`src/rtl/apb_master_fsm.sv`:
```
// apb_master_fsm: turns one AXI-Lite front-end command into one APB transfer (IDLE/SETUP/ACCESS/RESP).
// Latency: handshake at edge N -> SETUP N+1, ACCESS N+2, rsp_valid N+3 at the earliest (4 cycles per transaction minimum).
// Backpressure: cmd_ready only in IDLE, response held until rsp_ready; `APB_TIMEOUT_EN adds an ACCESS watchdog.
module apb_master_fsm #(
    parameter int ADDR_WIDTH     = 32,
    parameter int DATA_WIDTH     = 32,
    parameter int TIMEOUT_CYCLES = 16
) (
    input  logic                    aclk,
    input  logic                    areset,
    input  logic                    cmd_valid,
    output logic                    cmd_ready,
    input  logic                    cmd_write,
    input  logic [ADDR_WIDTH-1:0]   cmd_addr,
    input  logic [DATA_WIDTH-1:0]   cmd_wdata,
    input  logic [DATA_WIDTH/8-1:0] cmd_wstrb,
    input  logic [2:0]              cmd_prot,
    output logic                    rsp_valid,
    input  logic                    rsp_ready,
    output logic [DATA_WIDTH-1:0]   rsp_rdata,
    output logic [1:0]              rsp_resp,
    output logic [ADDR_WIDTH-1:0]   paddr,
    output logic [DATA_WIDTH-1:0]   pwdata,
    output logic [DATA_WIDTH/8-1:0] pstrb,
    output logic [2:0]              pprot,
    output logic                    psel,
    output logic                    penable,
    output logic                    pwrite,
    input  logic [DATA_WIDTH-1:0]   prdata,
    input  logic                    pready,
    input  logic                    pslverr
);

    localparam int STRB_WIDTH = DATA_WIDTH / 8;

    typedef enum logic [1:0] {IDLE, SETUP, ACCESS, RESP} state_t;

    typedef struct packed {
        logic [ADDR_WIDTH-1:0] addr;
        logic                  write;
        logic [DATA_WIDTH-1:0] wdata;
        logic [STRB_WIDTH-1:0] strb;
        logic [2:0]            prot;
    } req_t;

    typedef struct packed {
        logic [DATA_WIDTH-1:0] rdata;
        logic [1:0]            resp;
    } rsp_t;

    state_t state_q, state_d;
    req_t   req_q, req_d;
    rsp_t   rsp_q, rsp_d;
    logic   psel_q, psel_d;
    logic   penable_q, penable_d;
    logic   cmd_ready_q, cmd_ready_d;
    logic   rsp_valid_q, rsp_valid_d;

`ifdef APB_TIMEOUT_EN
    localparam int TIMER_WIDTH = $clog2(TIMEOUT_CYCLES + 1);
    localparam logic [TIMER_WIDTH-1:0] TIMER_LIMIT = TIMER_WIDTH'(TIMEOUT_CYCLES);

    logic [TIMER_WIDTH-1:0] timer_q, timer_d;
    logic                   timer_expired;

    assign timer_expired = (timer_q == TIMER_LIMIT);
`endif

    always_comb begin
        state_d = state_q;
        req_d   = req_q;
        rsp_d   = rsp_q;

        case (state_q)
            IDLE: begin
                if (cmd_valid && cmd_ready_q) begin
                    req_d.addr  = cmd_addr;
                    req_d.write = cmd_write;
                    req_d.wdata = cmd_wdata;
                    req_d.strb  = cmd_write ? cmd_wstrb : '0;
                    req_d.prot  = cmd_prot;
                    state_d     = SETUP;
                end
            end
            SETUP: state_d = ACCESS;
            ACCESS: begin
                // prdata/pslverr only mean anything on the completing beat
                if (psel_q && penable_q && pready) begin
                    rsp_d.rdata = req_q.write ? '0 : prdata;
                    rsp_d.resp  = pslverr ? 2'b10 : 2'b00;
                    state_d     = RESP;
                end
`ifdef APB_TIMEOUT_EN
                else if (timer_expired) begin
                    rsp_d.rdata = '0;
                    rsp_d.resp  = 2'b10;
                    state_d     = RESP;
                end
`endif
            end
            RESP: begin
                if (rsp_ready) state_d = IDLE;
            end
            default: state_d = IDLE;
        endcase

        // Outputs are decoded from the next state so they are registered but line up with it.
        psel_d      = (state_d == SETUP) || (state_d == ACCESS);
        penable_d   = (state_d == ACCESS);
        cmd_ready_d = (state_d == IDLE);
        rsp_valid_d = (state_d == RESP);
    end

`ifdef APB_TIMEOUT_EN
    always_comb begin
        timer_d = '0;
        if (state_q == ACCESS && state_d == ACCESS) timer_d = timer_q + 1'b1;
    end
`endif

    always_ff @(posedge aclk) begin
        if (areset) begin
            state_q     <= IDLE;
            req_q       <= '0;
            rsp_q       <= '0;
            psel_q      <= 1'b0;
            penable_q   <= 1'b0;
            cmd_ready_q <= 1'b0;
            rsp_valid_q <= 1'b0;
`ifdef APB_TIMEOUT_EN
            timer_q     <= '0;
`endif
        end else begin
            state_q     <= state_d;
            req_q       <= req_d;
            rsp_q       <= rsp_d;
            psel_q      <= psel_d;
            penable_q   <= penable_d;
            cmd_ready_q <= cmd_ready_d;
            rsp_valid_q <= rsp_valid_d;
`ifdef APB_TIMEOUT_EN
            timer_q     <= timer_d;
`endif
        end
    end

    assign cmd_ready = cmd_ready_q;
    assign rsp_valid = rsp_valid_q;
    assign rsp_rdata = rsp_q.rdata;
    assign rsp_resp  = rsp_q.resp;
    assign paddr     = req_q.addr;
    assign pwrite    = req_q.write;
    assign pwdata    = req_q.wdata;
    assign pstrb     = req_q.strb;
    assign pprot     = req_q.prot;
    assign psel      = psel_q;
    assign penable   = penable_q;

endmodule

```
`config.mk`:
```
export PLATFORM = sky130hd
export DESIGN_NAME = apb_master_fsm
export DESIGN_NICKNAME = d
export VERILOG_FILES = /design/src/rtl/apb_master_fsm.sv
export SDC_FILE = /design/constraint.sdc
export NUM_CORES = 1
export LEC_CHECK = 0
export BUFFER_PORTS_ARGS = -buffer_cell sky130_fd_sc_hd__clkbuf_2
export CORE_MARGIN = 4
export CORE_UTILIZATION = 32
export DETAILED_ROUTE_END_ITERATION = 8
export GPL_ROUTABILITY_DRIVEN = 0
export PLACE_DENSITY_LB_ADDON = 0.12
export RECOVER_POWER = 25
export SYNTH_ARGS = -nofsm -noshare
export SYNTH_HDL_FRONTEND = slang
export SYNTH_SLANG_ARGS = --single-unit
export TNS_END_PERCENT = 30
```
`constraint.sdc`:
```
create_clock -name aclk -period 1.9 [get_ports aclk]
set_clock_uncertainty 0.2 [all_clocks]
set_input_delay 0.38 -clock aclk [delete_from_list [all_inputs] [get_ports aclk]]
set_output_delay 0.38 -clock aclk [all_outputs]
set_load 0.005 [all_outputs]
```
Word level (Yosys, flattened, before mapping) --
Cells that the tools add are included.
Word-level totals: flip-flop bits (word level) 112, input port bits 110, output and inout bits 110, word-level logic and storage cells 33
Operators by class: eq/ne operators 6, muxes and demuxes 7, reductions and logical operators 8
Operators by type and width (number):
- $mux W32 | 1
- $eq A2 B2 Y1 const B | 4
- $mux W2 | 4
- $pmux W2 S4 | 1
- $eq A2 B1 Y1 const B | 2
- $logic_not A2 Y1 | 2
- $mux W4 | 1
- $reduce_and A2 Y1 | 2
- $logic_and A1 B1 Y1 | 3
- $logic_or A1 B1 Y1 | 1

Longest topological paths before layout --
depth after elaboration 6, mapped depth 7, gate-level depth less buffers 5

Least setup slack after synthesis --
OpenSTA, ideal clock, no wires.
kind reg-to-reg, start register state_q[0], end register psel_q, in the netlist psel, setup time 128 ps, data arrival time 1484 ps, required time 1572 ps, slack 88 ps, stages on the path, launching flop included 8, buffers on the path 2, period minus slack after synthesis 1812 ps, path through dfxtp_1 > clkbuf_1 > clkbuf_1 > nand2_1 > o221a_2 > inv_1 > ha_1 > nor2b_1
Between the ends: word-level cells in the longest chain between the ends 4, elaborated cells on any way between the ends 11, classes of those cells eq/ne (5); mux (4); reduce/logical (2)
Ends and longest elaborated chain:
- start: declaration | RTL line 51 | state_t state_q, state_d;
- start signal: assignment | RTL line 134 | state_q <= state_d;
- $eq A2 B2 Y1 (tied with other cells) | RTL line 74 | case (state_q)
- $pmux W2 S4 * | RTL line 74
- $eq A2 B1 Y1 / $eq A2 B2 Y1 (equally long branches) | RTL line 108 | psel_d = (state_d == SETUP) || (state_d == ACCESS);
- $logic_or A1 B1 Y1 * | RTL line 108
- net psel_d | RTL line 54 | logic psel_q, psel_d;
- end signal: assignment | RTL line 137 | psel_q <= psel_d;
- end: declaration | RTL line 54
Mark *: on every way through the listed nets, which the timed path passes. The rest lies on a longest branch. A chain may end at the register's enable or synchronous reset.

Final worst setup path --
start register state_q[1], end register psel_q, in the netlist psel
Same word-level chain as after synthesis.

==> flow_summary.json <==
{
  "initial_utilization_pct": 32.8,
  "hold_path.class": "primary input to register",
  "layout.cells.most_common_list": "186 x sky130_fd_sc_hd__clkbuf_2, 141 x sky130_fd_sc_hd__nand2_1, 111 x sky130_fd_sc_hd__dfxtp_1",
  "post-route-drc-count": 0,
  "synthAdderAreaFrac_pct": 0.908,
  "rsz0062_at_grt": "no",
  "timing.slew.headroom_pct": 66.1,
  "criticalPathCategory": "register to register",
  "yosys_warnings": 0,
  "run_status": "completed",
  "r2r_cells": 6,
  "synth_top_family_by_area": "simple AND/OR/NAND/NOR gates",
  "synth-seq-area-share_pct": 53.8,
  "clk_transition_reported_paths_ns": 0.07,
  "worst_pin_slew_ns": 0.508,
  "path_max_fanout": 5,
  "drt_pass1_iterations": 4,
  "cts_setup_buffers": 0,
  "dpl.hpwl_um": 8740,
  "drtIter0Drc": 226,
  "ys_types": 21,
  "synth_area_um2": 4130,
  "cellLeakagePower_nw": 2.38,
  "power.internal_mw": 3.70,
  "grt_pass1_wl_um": 19100,
  "rows": 41,
  "detailroute.via_count": 4092,
  "synthesis.instances": 493,
  "timing.setup.tns_ns": 0,
  "post_synth_xor_area_fraction_pct": 0,
  "slew_violations": 0,
  "synth_compound_area_share_pct": 17.2,
  "antenna_cells": 0,
  "setup.worst_path.start_class": "register",
  "finalWorstPathRequiredPeriod_ns": 1.73,
  "setup_ws_ns": 0.172,
  "seq_power_share_pct": 51.1,
  "grt.total_usage_pct": 16.1,
  "wl_per_cell_um": 14.2,
  "combPwrFrac_pct": 10.9,
  "die-height_um": 122,
  "maximum_number_of_pins_on_one_net_before_global_route_repair": 73,
  "cts_tree": "built",
  "detail_route.wirelength_um": 12300,
  "route.antenna.remaining_nets": 0,
  "htree_levels": 3,
  "hold_slack_ns": 0.0546,
  "share_of_total_power_consumed_by_net_switching_pct": 23.4,
  "placement.io_buffers": 218,
  "cts_buffers": 9,
  "hold_depth": 3,
  "global_route.overflow_total": 0,
  "n_fill_cell": 1362,
  "synth_enable_flop_cells": 0,
  "cts_resized": 0,
  "layout_worst_path_cycle_share_pct": 91.0,
  "drv.max_cap_violation_count": 0,
  "stdcell_area_um2": 5670,
  "die_area_um2": 14800,
  "power.net_switching_mw": 1.13,
  "post-place-ws_ns": 0.0750,
  "async_flop_share_pct": 0,
  "final-seq-area_um2": 2220,
  "synth_fp_nets": 606,
  "worst_ir_drop_vdd_mv": 0.471,
  "area.growth.synth_to_final_pct": 37.0,
  "layout.nets": 802,
  "synth-simple-area-share_pct": 23.0,
  "synthesis.area_per_instance_um2": 8.39,
  "cp-end-kind": "register",
  "clockPowerShare_pct": 38.0,
  "cts_sinks": 111,
  "synthFlopType": "sky130_fd_sc_hd__dfxtp_1",
  "placed_area_um2": 5430,
  "fraction_of_synthesized_area_in_multiplexers_pct": 0,
  "insertion_delay_ns": 0.33,
  "setup_viol_count_final": 0,
  "core_um2": 12600,
  "layout-drive-gt1-share_pct": 31.1,
  "num_io_pins": 220,
  "hold_viol_final": 0,
  "cellPowerDensity_nw_per_um2": 852,
  "final_common_cell": "sky130_fd_sc_hd__clkbuf_2",
  "first_global_vias": 3757,
  "hold_buffers": 0,
  "worst_path_required_ns": 1.91,
  "postSynthRegisterBits": 111,
  "via_per_inst": 4.74,
  "arrival_ns": 1.73,
  "antenna_found_initial": 0,
  "cts-root-to-sink-buffers": 2,
  "multi_input_area_um2": 1720,
  "fmax_mhz": 579,
  "cts.root.buffer_cell": "sky130_fd_sc_hd__clkbuf_16",
  "horiz_die_dim_um": 122
}
==> registers in the layout, indices dropped and copies added, names as in the netlist <==
register	cells
cmd_ready	1
paddr	32
penable	1
pprot	3
psel	1
pstrb	4
pwdata	32
pwrite	1
rsp_rdata	32
rsp_resp	1
rsp_valid	1
state_q	2
==> area by class of cell <==
cell class,count,area share [%]
clock buffer,13,4.42
timing repair buffer,232,21.5
sequential,111,39.2
clock inverter,1,0.530
multi-input combinational,332,30.3
inverter,3,0.199
tap,172,3.80
==> worst max-delay path: stages (launching register included) <==
cell and delay [ns]:
sky130_fd_sc_hd__dfxtp_1 0.34, sky130_fd_sc_hd__clkbuf_1 0.18, sky130_fd_sc_hd__nand4bb_4 0.20, sky130_fd_sc_hd__o221a_2 0.24
sky130_fd_sc_hd__inv_1 0.05, sky130_fd_sc_hd__ha_1 0.27, sky130_fd_sc_hd__nor2b_1 0.12
==> logic make-up (layout without fill, tap and decap cells) <==
kind of cell	count (synthesis)	after routing
AND/OR/NAND/NOR	188	188
other	1	1
AO/OA/AOI/OAI	140	140
adder cells (fa/ha/maj)	3	3
flip-flops	111	111
buffers and inverters	50	249
==> through the flow <==
| stage | cells | utilization [%] | power [mW] |
|---|---|---|---|
| after floorplan | 493 | - | 2.76 |
| after global placement | 850 | 43.0 | 3.05 |
| after detailed placement | 850 | 43.0 | 3.06 |
| after CTS | 864 | 45.2 | 4.92 |
| after global routing | 864 | 44.9 | 5.08 |
| final | 864 | 44.9 | 4.83 |
==> power by group through the flow <==
| stage | logic (mW) | registers, mW | clock network (mW) |
|---|---|---|---|
| detailed placement | 0.540 | 2.52 | 0 |
| finish | 0.524 | 2.47 | 1.84 |
| global placement | 0.534 | 2.52 | 0 |
| CTS | 0.543 | 2.47 | 1.91 |
| global route | 0.592 | 2.48 | 2.01 |
| floorplan | 0.237 | 2.52 | 0 |
==> per-layer routing <==
layer | vias up | part of all wire [%] | track usage (%) | wire (um)
li1 | 2064 | - | - | -
met1 | 1859 | 44 | 21.1 | 5410
met2 | 155 | 45 | 23.8 | 5460
met3 | 14 | 9.5 | 6.31 | 1170
met4 | 0 | 1.8 | 6.16 | 219
met5 | - | 0 | 0 | 0
==> cell usage after synthesis, types with 2 or more instances <==
master	count	area [um2]
sky130_fd_sc_hd__or4b_1	32	320
sky130_fd_sc_hd__nand2_1	141	529
sky130_fd_sc_hd__inv_1	3	11.3
sky130_fd_sc_hd__clkbuf_1	35	131
sky130_fd_sc_hd__a21oi_1	104	521
sky130_fd_sc_hd__dfxtp_1	111	2220
sky130_fd_sc_hd__nor2b_1	5	31.3
sky130_fd_sc_hd__o21ai_0	34	170
sky130_fd_sc_hd__nor2_1	2	7.51
sky130_fd_sc_hd__ha_1	3	37.5
sky130_fd_sc_hd__buf_1	6	22.5
sky130_fd_sc_hd__buf_2	3	15.0
sky130_fd_sc_hd__nand3_1	5	25.0
sky130_fd_sc_hd__buf_6	2	22.5
==> final timing paths <==
kind / slack [ns] / to / start
worst max-delay path: 0.17 / psel / state_q[1]
worst min-delay path: 0.05 / pwdata[16] / cmd_wdata[16]
worst max register to register: 0.17 / psel / state_q[1]
worst min register to register: 0.25 / pstrb[2] / pstrb[2]
No activity file was read; power rests on OpenSTA's default activity.
